<file path="src/rtl/bg_cmd_scheduler_if.sv">
// rtl/bg_cmd_scheduler_if.sv - request and command bus of the bank-group command scheduler
// master drives requests and halt; slave (the scheduler) answers with grants and DRAM commands.
interface bg_cmd_scheduler_if #(
  parameter int NREQ       = 2,
  parameter int BAWIDTH    = 1,
  parameter int ADDRWIDTH  = 17,
  parameter int CADDRWIDTH = 10
);
  logic                            halt;
  logic [NREQ-1:0]                 req;
  logic [NREQ-1:0]                 req_wr;
  logic [NREQ*(BAWIDTH+1)-1:0]     req_ba;
  logic [NREQ*ADDRWIDTH-1:0]       req_row;
  logic [NREQ*CADDRWIDTH-1:0]      req_col;
  logic [NREQ-1:0]                 gnt;
  logic [NREQ-1:0]                 done;
  logic [18:0]                     commands;
  logic [BAWIDTH:0]                ba;
  logic [ADDRWIDTH-1:0]            row;
  logic [CADDRWIDTH-1:0]           column;
  logic                            busy;

  modport master (
    output halt, req, req_wr, req_ba, req_row, req_col,
    input  gnt, done, commands, ba, row, column, busy
  );

  modport slave (
    input  halt, req, req_wr, req_ba, req_row, req_col,
    output gnt, done, commands, ba, row, column, busy
  );
endinterface

</file>
<file path="src/rtl/bg_cmd_scheduler.sv">
// rtl/bg_cmd_scheduler.sv - round-robin bank-group command scheduler with open-page policy
// Every state's command is registered on the edge that leaves it, so commands lag state by one clock.
module bg_cmd_scheduler #(
  parameter int ADDRWIDTH     = 17,
  parameter int BANKSPERGROUP = 2,
  parameter int COLS          = 1024,
  parameter int BL            = 8,
  parameter int NREQ          = 2,
  parameter int TRCD          = 3,
  parameter int TRP           = 3
) (
  input logic              clk,
  input logic              rst,
  bg_cmd_scheduler_if.slave bus
);
  localparam int BAWIDTH    = $clog2(BANKSPERGROUP);
  localparam int CADDRWIDTH = $clog2(COLS);
  localparam int BW         = BAWIDTH + 1;
  localparam int NBANK      = 1 << BW;
  localparam int PW         = (NREQ > 1) ? $clog2(NREQ) : 1;
  localparam int WMAX       = (TRCD > TRP) ? TRCD : TRP;
  localparam int CW         = $clog2(WMAX + 1);
  localparam int BEATS      = BL / 2;
  localparam int BCW        = $clog2(BEATS + 1);

  localparam logic [18:0] CMD_ACT = 19'h40000;
  localparam logic [18:0] CMD_PR  = 19'h00080;
  localparam logic [18:0] CMD_RD  = 19'h00020;
  localparam logic [18:0] CMD_WR  = 19'h00002;

  typedef enum logic [2:0] {IDLE, PRE, WAIT_RP, ACT, WAIT_RCD, BURST} state_t;

  state_t                 state;
  logic [CW-1:0]          cnt;
  logic [BCW-1:0]         bcnt;
  logic [PW-1:0]          last;
  logic [PW-1:0]          cur;
  logic                   wr_r;
  logic [NBANK-1:0]       bank_open;
  logic [ADDRWIDTH-1:0]   bank_row [NBANK];

  logic                   found;
  logic [PW-1:0]          win;
  logic [PW-1:0]          cand;
  logic                   w_wr;
  logic [BW-1:0]          w_ba;
  logic [ADDRWIDTH-1:0]   w_row;
  logic [CADDRWIDTH-1:0]  w_col;

  // Search starts one past the last winner so every requester gets a turn.
  always_comb begin
    found = 1'b0;
    win   = '0;
    cand  = '0;
    for (int k = 1; k <= NREQ; k++) begin
      cand = PW'((int'(last) + k) % NREQ);
      if (!found && bus.req[cand]) begin
        found = 1'b1;
        win   = cand;
      end
    end
  end

  assign w_wr  = bus.req_wr[win];
  assign w_ba  = bus.req_ba[int'(win)*BW +: BW];
  assign w_row = bus.req_row[int'(win)*ADDRWIDTH +: ADDRWIDTH];
  assign w_col = bus.req_col[int'(win)*CADDRWIDTH +: CADDRWIDTH];

  assign bus.busy = (state != IDLE);

  always_ff @(posedge clk or negedge rst) begin
    if (!rst) begin
      state        <= IDLE;
      cnt          <= '0;
      bcnt         <= '0;
      last         <= PW'(NREQ - 1);
      cur          <= '0;
      wr_r         <= 1'b0;
      bank_open    <= '0;
      for (int i = 0; i < NBANK; i++) bank_row[i] <= '0;
      bus.gnt      <= '0;
      bus.done     <= '0;
      bus.commands <= '0;
      bus.ba       <= '0;
      bus.row      <= '0;
      bus.column   <= '0;
    end else begin
      bus.gnt      <= '0;
      bus.done     <= '0;
      bus.commands <= '0;
      if (!bus.halt) begin
        case (state)
          IDLE: begin
            if (found) begin
              bus.gnt[win] <= 1'b1;
              last         <= win;
              cur          <= win;
              wr_r         <= w_wr;
              bus.ba       <= w_ba;
              bus.row      <= w_row;
              bus.column   <= w_col;
              if (!bank_open[w_ba])             state <= ACT;
              else if (bank_row[w_ba] == w_row) state <= BURST;
              else                              state <= PRE;
            end
          end
          PRE: begin
            bus.commands      <= CMD_PR;
            bank_open[bus.ba] <= 1'b0;
            if (TRP <= 1) begin
              state <= ACT;
            end else begin
              cnt   <= CW'(TRP - 2);
              state <= WAIT_RP;
            end
          end
          WAIT_RP: begin
            if (cnt == '0) state <= ACT;
            else           cnt   <= cnt - 1'b1;
          end
          ACT: begin
            bus.commands      <= CMD_ACT;
            bank_open[bus.ba] <= 1'b1;
            bank_row[bus.ba]  <= bus.row;
            if (TRCD <= 1) begin
              state <= BURST;
            end else begin
              cnt   <= CW'(TRCD - 2);
              state <= WAIT_RCD;
            end
          end
          WAIT_RCD: begin
            if (cnt == '0) state <= BURST;
            else           cnt   <= cnt - 1'b1;
          end
          BURST: begin
            bus.commands <= wr_r ? CMD_WR : CMD_RD;
            if (bcnt == BCW'(BEATS - 1)) begin
              bcnt          <= '0;
              bus.done[cur] <= 1'b1;
              state         <= IDLE;
            end else begin
              bcnt <= bcnt + 1'b1;
            end
          end
          default: state <= IDLE;
        endcase
      end
    end
  end
endmodule

</file>
<file path="src/flat_wrapper.sv">
// flat-port wrapper written by rule: the top's interface ports become plain ports
module bg_cmd_scheduler_flat 
#(
  parameter int ADDRWIDTH     = 17,
  parameter int BANKSPERGROUP = 2,
  parameter int COLS          = 1024,
  parameter int BL            = 8,
  parameter int NREQ          = 2,
  parameter int TRCD          = 3,
  parameter int TRP           = 3
)
  (clk, rst, bus_halt, bus_req, bus_req_wr, bus_req_ba, bus_req_row, bus_req_col, bus_gnt, bus_done, bus_commands, bus_ba, bus_row, bus_column, bus_busy);
  bg_cmd_scheduler_if #(.NREQ(NREQ), .BAWIDTH(1), .ADDRWIDTH(ADDRWIDTH), .CADDRWIDTH(10)) bus_i ();
  input logic clk;
  input logic rst;
  input wire logic [$bits(bus_i.halt)-1:0] bus_halt;
  input wire logic [$bits(bus_i.req)-1:0] bus_req;
  input wire logic [$bits(bus_i.req_wr)-1:0] bus_req_wr;
  input wire logic [$bits(bus_i.req_ba)-1:0] bus_req_ba;
  input wire logic [$bits(bus_i.req_row)-1:0] bus_req_row;
  input wire logic [$bits(bus_i.req_col)-1:0] bus_req_col;
  output wire logic [$bits(bus_i.gnt)-1:0] bus_gnt;
  output wire logic [$bits(bus_i.done)-1:0] bus_done;
  output wire logic [$bits(bus_i.commands)-1:0] bus_commands;
  output wire logic [$bits(bus_i.ba)-1:0] bus_ba;
  output wire logic [$bits(bus_i.row)-1:0] bus_row;
  output wire logic [$bits(bus_i.column)-1:0] bus_column;
  output wire logic [$bits(bus_i.busy)-1:0] bus_busy;
  assign bus_i.halt = bus_halt;
  assign bus_i.req = bus_req;
  assign bus_i.req_wr = bus_req_wr;
  assign bus_i.req_ba = bus_req_ba;
  assign bus_i.req_row = bus_req_row;
  assign bus_i.req_col = bus_req_col;
  assign bus_gnt = bus_i.gnt;
  assign bus_done = bus_i.done;
  assign bus_commands = bus_i.commands;
  assign bus_ba = bus_i.ba;
  assign bus_row = bus_i.row;
  assign bus_column = bus_i.column;
  assign bus_busy = bus_i.busy;
  bg_cmd_scheduler #(.ADDRWIDTH(ADDRWIDTH), .BANKSPERGROUP(BANKSPERGROUP), .COLS(COLS), .BL(BL), .NREQ(NREQ), .TRCD(TRCD), .TRP(TRP)) u_core (.clk(clk), .rst(rst), .bus(bus_i));
endmodule
</file>
<file path="config.mk">
export PLATFORM = sky130hd
export DESIGN_NAME = bg_cmd_scheduler_flat
export DESIGN_NICKNAME = d
export VERILOG_FILES = /design/src/rtl/bg_cmd_scheduler_if.sv /design/src/rtl/bg_cmd_scheduler.sv /design/src/flat_wrapper.sv
export SDC_FILE = /design/constraint.sdc
export NUM_CORES = 1
export LEC_CHECK = 0
export CAP_MARGIN = 20
export CORE_MARGIN = 2
export CORE_UTILIZATION = 53
export CTS_BUF_LIST = sky130_fd_sc_hd__clkbuf_4 sky130_fd_sc_hd__clkbuf_8
export DETAILED_ROUTE_END_ITERATION = 16
export PLACE_DENSITY = 0.82
export REMOVE_ABC_BUFFERS = 1
export SLEW_MARGIN = 10
export SYNTH_ARGS = -nofsm -noshare
export SYNTH_HDL_FRONTEND = slang
export SYNTH_SLANG_ARGS = --single-unit
</file>
<file path="constraint.sdc">
create_clock -name clk -period 2.9 [get_ports clk]
set_clock_uncertainty 0.1 [all_clocks]
set_input_delay 0.58 -clock clk [delete_from_list [all_inputs] [get_ports clk]]
set_output_delay 0.58 -clock clk [all_outputs]
set_load 0.02 [all_outputs]
</file>
==> impl_metrics.py <==
metrics = {
    "cts": {
        "cts_buffers": 17,
        "cts_tree": "done",
        "post_cts_buffers": 0,
        "ctsHoldBuffers": 0,
        "clk_latency_ps": 430,
        "clock_path_buffers": 2,
        "cts_sinks": 120,
        "clk_pin_slew_ps": 70,
        "cts_resized": 0,
        "root_buffer": "clkbuf_8",
        "cts_htree_levels": 4,
    },
    "floorplanning": {
        "io_pins": 118,
        "fp-row-count": 38,
        "die_h_microns": 109.0,
        "coreArea_sq_um": 10790,
        "fp.dieArea_sq_um": 11890,
        "die_w_microns": 109.0,
        "initial_core_util": 0.5417,
    },
    "power": {
        "irDropWorstVdd_mv": 0.5063,
        "leakage_nw": 3.659,
        "power_density_nw_per_um2": 929.0,
        "fin_total_pwr_w": 0.007073,
    },
    "synthesis": {
        "synth_ff_type": "dfrtp_1",
        "yosysWarnings": 0,
        "synthCells": 502,
        "yosysTopAreaCell": "dfrtp_1",
        "yosys.area.top_type_share": 0.5093,
        "syn_avg_cell_area_sq_um": 11.65,
        "ys_ff_latch": 120,
        "async_reset_ff_frac": 1.000,
        "yosys-top-cells-area": "dfrtp_1 (51%), mux2_2 (13%), mux2i_1 (8.7%)",
        "synth_edf_count": 0,
        "synth_area_sq_um": 5847,
        "yosysSeqAreaShare": 0.5138,
        "synth_cell_type_count": 51,
    },
    "worst_setup_path": {
        "cp_top_family": "buffers and inverters",
        "critPathMaxFanout": 14,
        "rr_endpoint": "u_core.state[2]$_DFFE_PN0P_",
        "reg2regPathDepth": 9,
        "startpoint": "u_core.state[1]$_DFFE_PN0P_",
        "path_class": "flip-flop to output port",
        "crit_slowest_cell": "clkdlybuf4s50_1",
        "cp_cell_sequence": "or3_1, clkdlybuf4s50_1",
        "r2r-start": "u_core.last$_DFFE_PN1P_",
        "crit_required_ps": 2220,
        "cp.depth": 2,
        "endpoint": "bus_busy",
        "max_stage_delay_ps": 560,
        "end_kind": "output port",
        "cp_data_arrival_time_ps": 1940,
        "rrSetupSlack_ps": 520,
        "startpoint_type": "flip-flop",
        "path_buf_inv": 1,
    },
    "sta": {
        "fin_hold_ws_ps": 12.71,
        "finalHoldViolCount": 0,
        "fin_crit_sh": 0.9019,
        "rsz0062_at_grt": "false",
        "max_freq_ghz": 0.3823,
        "finalCriticalPeriod_ps": 2616,
        "slew_headroom": 0.4552,
        "tightest_slew_ps": 814.2,
        "drv_slew": 0,
        "fin_ws_ps": 284.4,
        "setup-violations-final": 0,
    },
    "final_layout": {
        "most-common-layout-cells": "dfrtp_1 (119), clkdlybuf4s50_1 (101), mux2_2 (69)",
        "fin_util": 0.7054,
        "areaGrowthSynthToFinish_pct": 30.22,
        "fin_nets": 710,
        "drive_above_1_share": 0.2370,
        "layout_commonest_cell": "dfrtp_1",
        "n_antenna_cell": 0,
        "stdcell_count": 794,
        "final.fill_count": 739,
    },
    "grt": {
        "grt_pass1_vias": 4631,
        "grt_usage": 0.2545,
        "overflow": 0,
        "antenna_found_initial": 0,
        "grt_max_degree": 49,
        "grt_pass1_wl_microns": 22790,
    },
    "placement": {
        "gp_congestion": 0.8711,
        "dp_slack_ps": -124.8,
        "numPortBuffers": 102,
        "hpwlAfterDp_microns": 9999,
        "place_inst": 764,
    },
    "detailed_routing": {
        "wl_per_cell_microns": 17.64,
        "drc": 0,
        "vias": 4445,
        "firstDrtPassIters": 7,
        "vias_per_cell": 5.598,
        "ant_nets": 0,
        "drtIter0Drc": 341,
        "routed_wl_microns": 14000,
    },
    "job": {
        "drv_cap": 0,
    },
    "outcome": {
        "status": "complete, no violations",
    },
    "hold_path": {
        "hold_class": "input port to asynchronous set/reset pin",
    },
}
[kinds of logic (layout without fill, tap and decap cells)]
family / after synthesis / after routing / share of synthesized area
buffers and inverters: 54 / 192 / 0.05050
and+or+nand+nor: 103 / 103 / 0.07961
other: 1 / 15 / 0.0006414
DFF: 120 / 120 / 0.5138
adders and majority gates: 2 / 2 / 0.004279
muxes: 124 / 124 / 0.2296
xor gates and xnor gates: 24 / 24 / 0.03595
AOI/OAI and AO/OA: 74 / 74 / 0.08560
[cells in the mapped netlist (2+ instances only)]
cell type and count:
a21boi_0 2, a21o_1 3, a21oi_1 12, a222oi_1 11, a31oi_1 2, and2_1 4, and3_1 3, buf_2 5
buf_4 17, buf_6 3, clkbuf_1 14, dfrtp_1 119, ha_1 2, inv_1 14, mux2_2 69, mux2_4 2
mux2i_1 51, nand2_1 54, nand2b_1 2, nand3_1 4, nand3b_1 2, nand4_1 6, nor2_1 17, nor3_1 6
o211a_1 2, o21ai_0 28, o21ai_1 2, xnor2_1 22, xor2_1 2
[worst min-delay path by stage]
stage	cells past startpoint	slack, ps	endpoint	start
2_1_floorplan	0	180	asynchronous set/reset pin	rst
3_3_place_gp	1	330	u_core.bus.done[0]$_DFF_PN0_	u_core.cur$_DFFE_PN0P_
3_5_place_dp	1	340	u_core.bus.done[0]$_DFF_PN0_	u_core.cur$_DFFE_PN0P_
4_1_cts	1	10	u_core.bank_row[23]$_DFFE_PN0P_	rst
5_1_grt	1	30	u_core.bank_row[4]$_DFFE_PN0P_	rst
6_report	1	10	u_core.bank_row[4]$_DFFE_PN0P_	rst
[per-layer routing]
layer,vias up,wire length (microns),global-route usage
li1,2040,-,-
met1,2238,5950,0.3256
met2,141,7150,0.4184
met3,26,628,0.06097
met4,0,274,0.09982
met5,-,0,0
[worst reg2reg max path, stage by stage (launching register included)]
cell,delay (ps)
dfstp_2,550
a21bo_1,150
mux2_4,400
buf_4,210
mux2i_1,200
and2_1,150
o21ai_0,90
a32oi_1,240
o21ai_1,100
o21ai_1,130
[registers in the layout, summed over array words and instances, names as in the netlist, named ones only]
register,flops
u_core.bcnt,3
u_core.bus.commands,4
u_core.bus.done,2
u_core.bus.ba,2
u_core.bus.column,10
u_core.last,1
u_core.cur,1
u_core.wr_r,1
u_core.state,3
u_core.bus.gnt,2
u_core.cnt,2
u_core.bank_row,68
u_core.bus.row,17
[cell type report]
class	instances	area, sq um	share of cell area
inverters	14	52.55	0.006902
repair buffers	148	1414	0.1857
flip-flops and latches	120	3004	0.3946
multi-input cells	342	2600	0.3415
well taps	140	175.2	0.02301
clock buffers	20	262.8	0.03451
clock inverters	10	105.1	0.01380
[through the flow]
step | cell area (sq um) | setup TNS [ps]
detailed placement | 7246 | -124.8
floorplan | 5657 | -6955
finish | 7614 | 0
global placement | 7246 | -118.0
CTS | 7614 | 0
global route | 7614 | 0
[power breakdown]
part / switching (W) / total, W / internal, W / leakage, nW
Sequential: 0.000563 / 0.00292 / 0.00236 / 1.56
Clock: 0.000641 / 0.00143 / 0.000784 / 0.191
Combinational: 0.00130 / 0.00273 / 0.00142 / 1.91
Total: 0.00251 / 0.00707 / 0.00457 / 3.66
(Power assumes the default switching activity.)
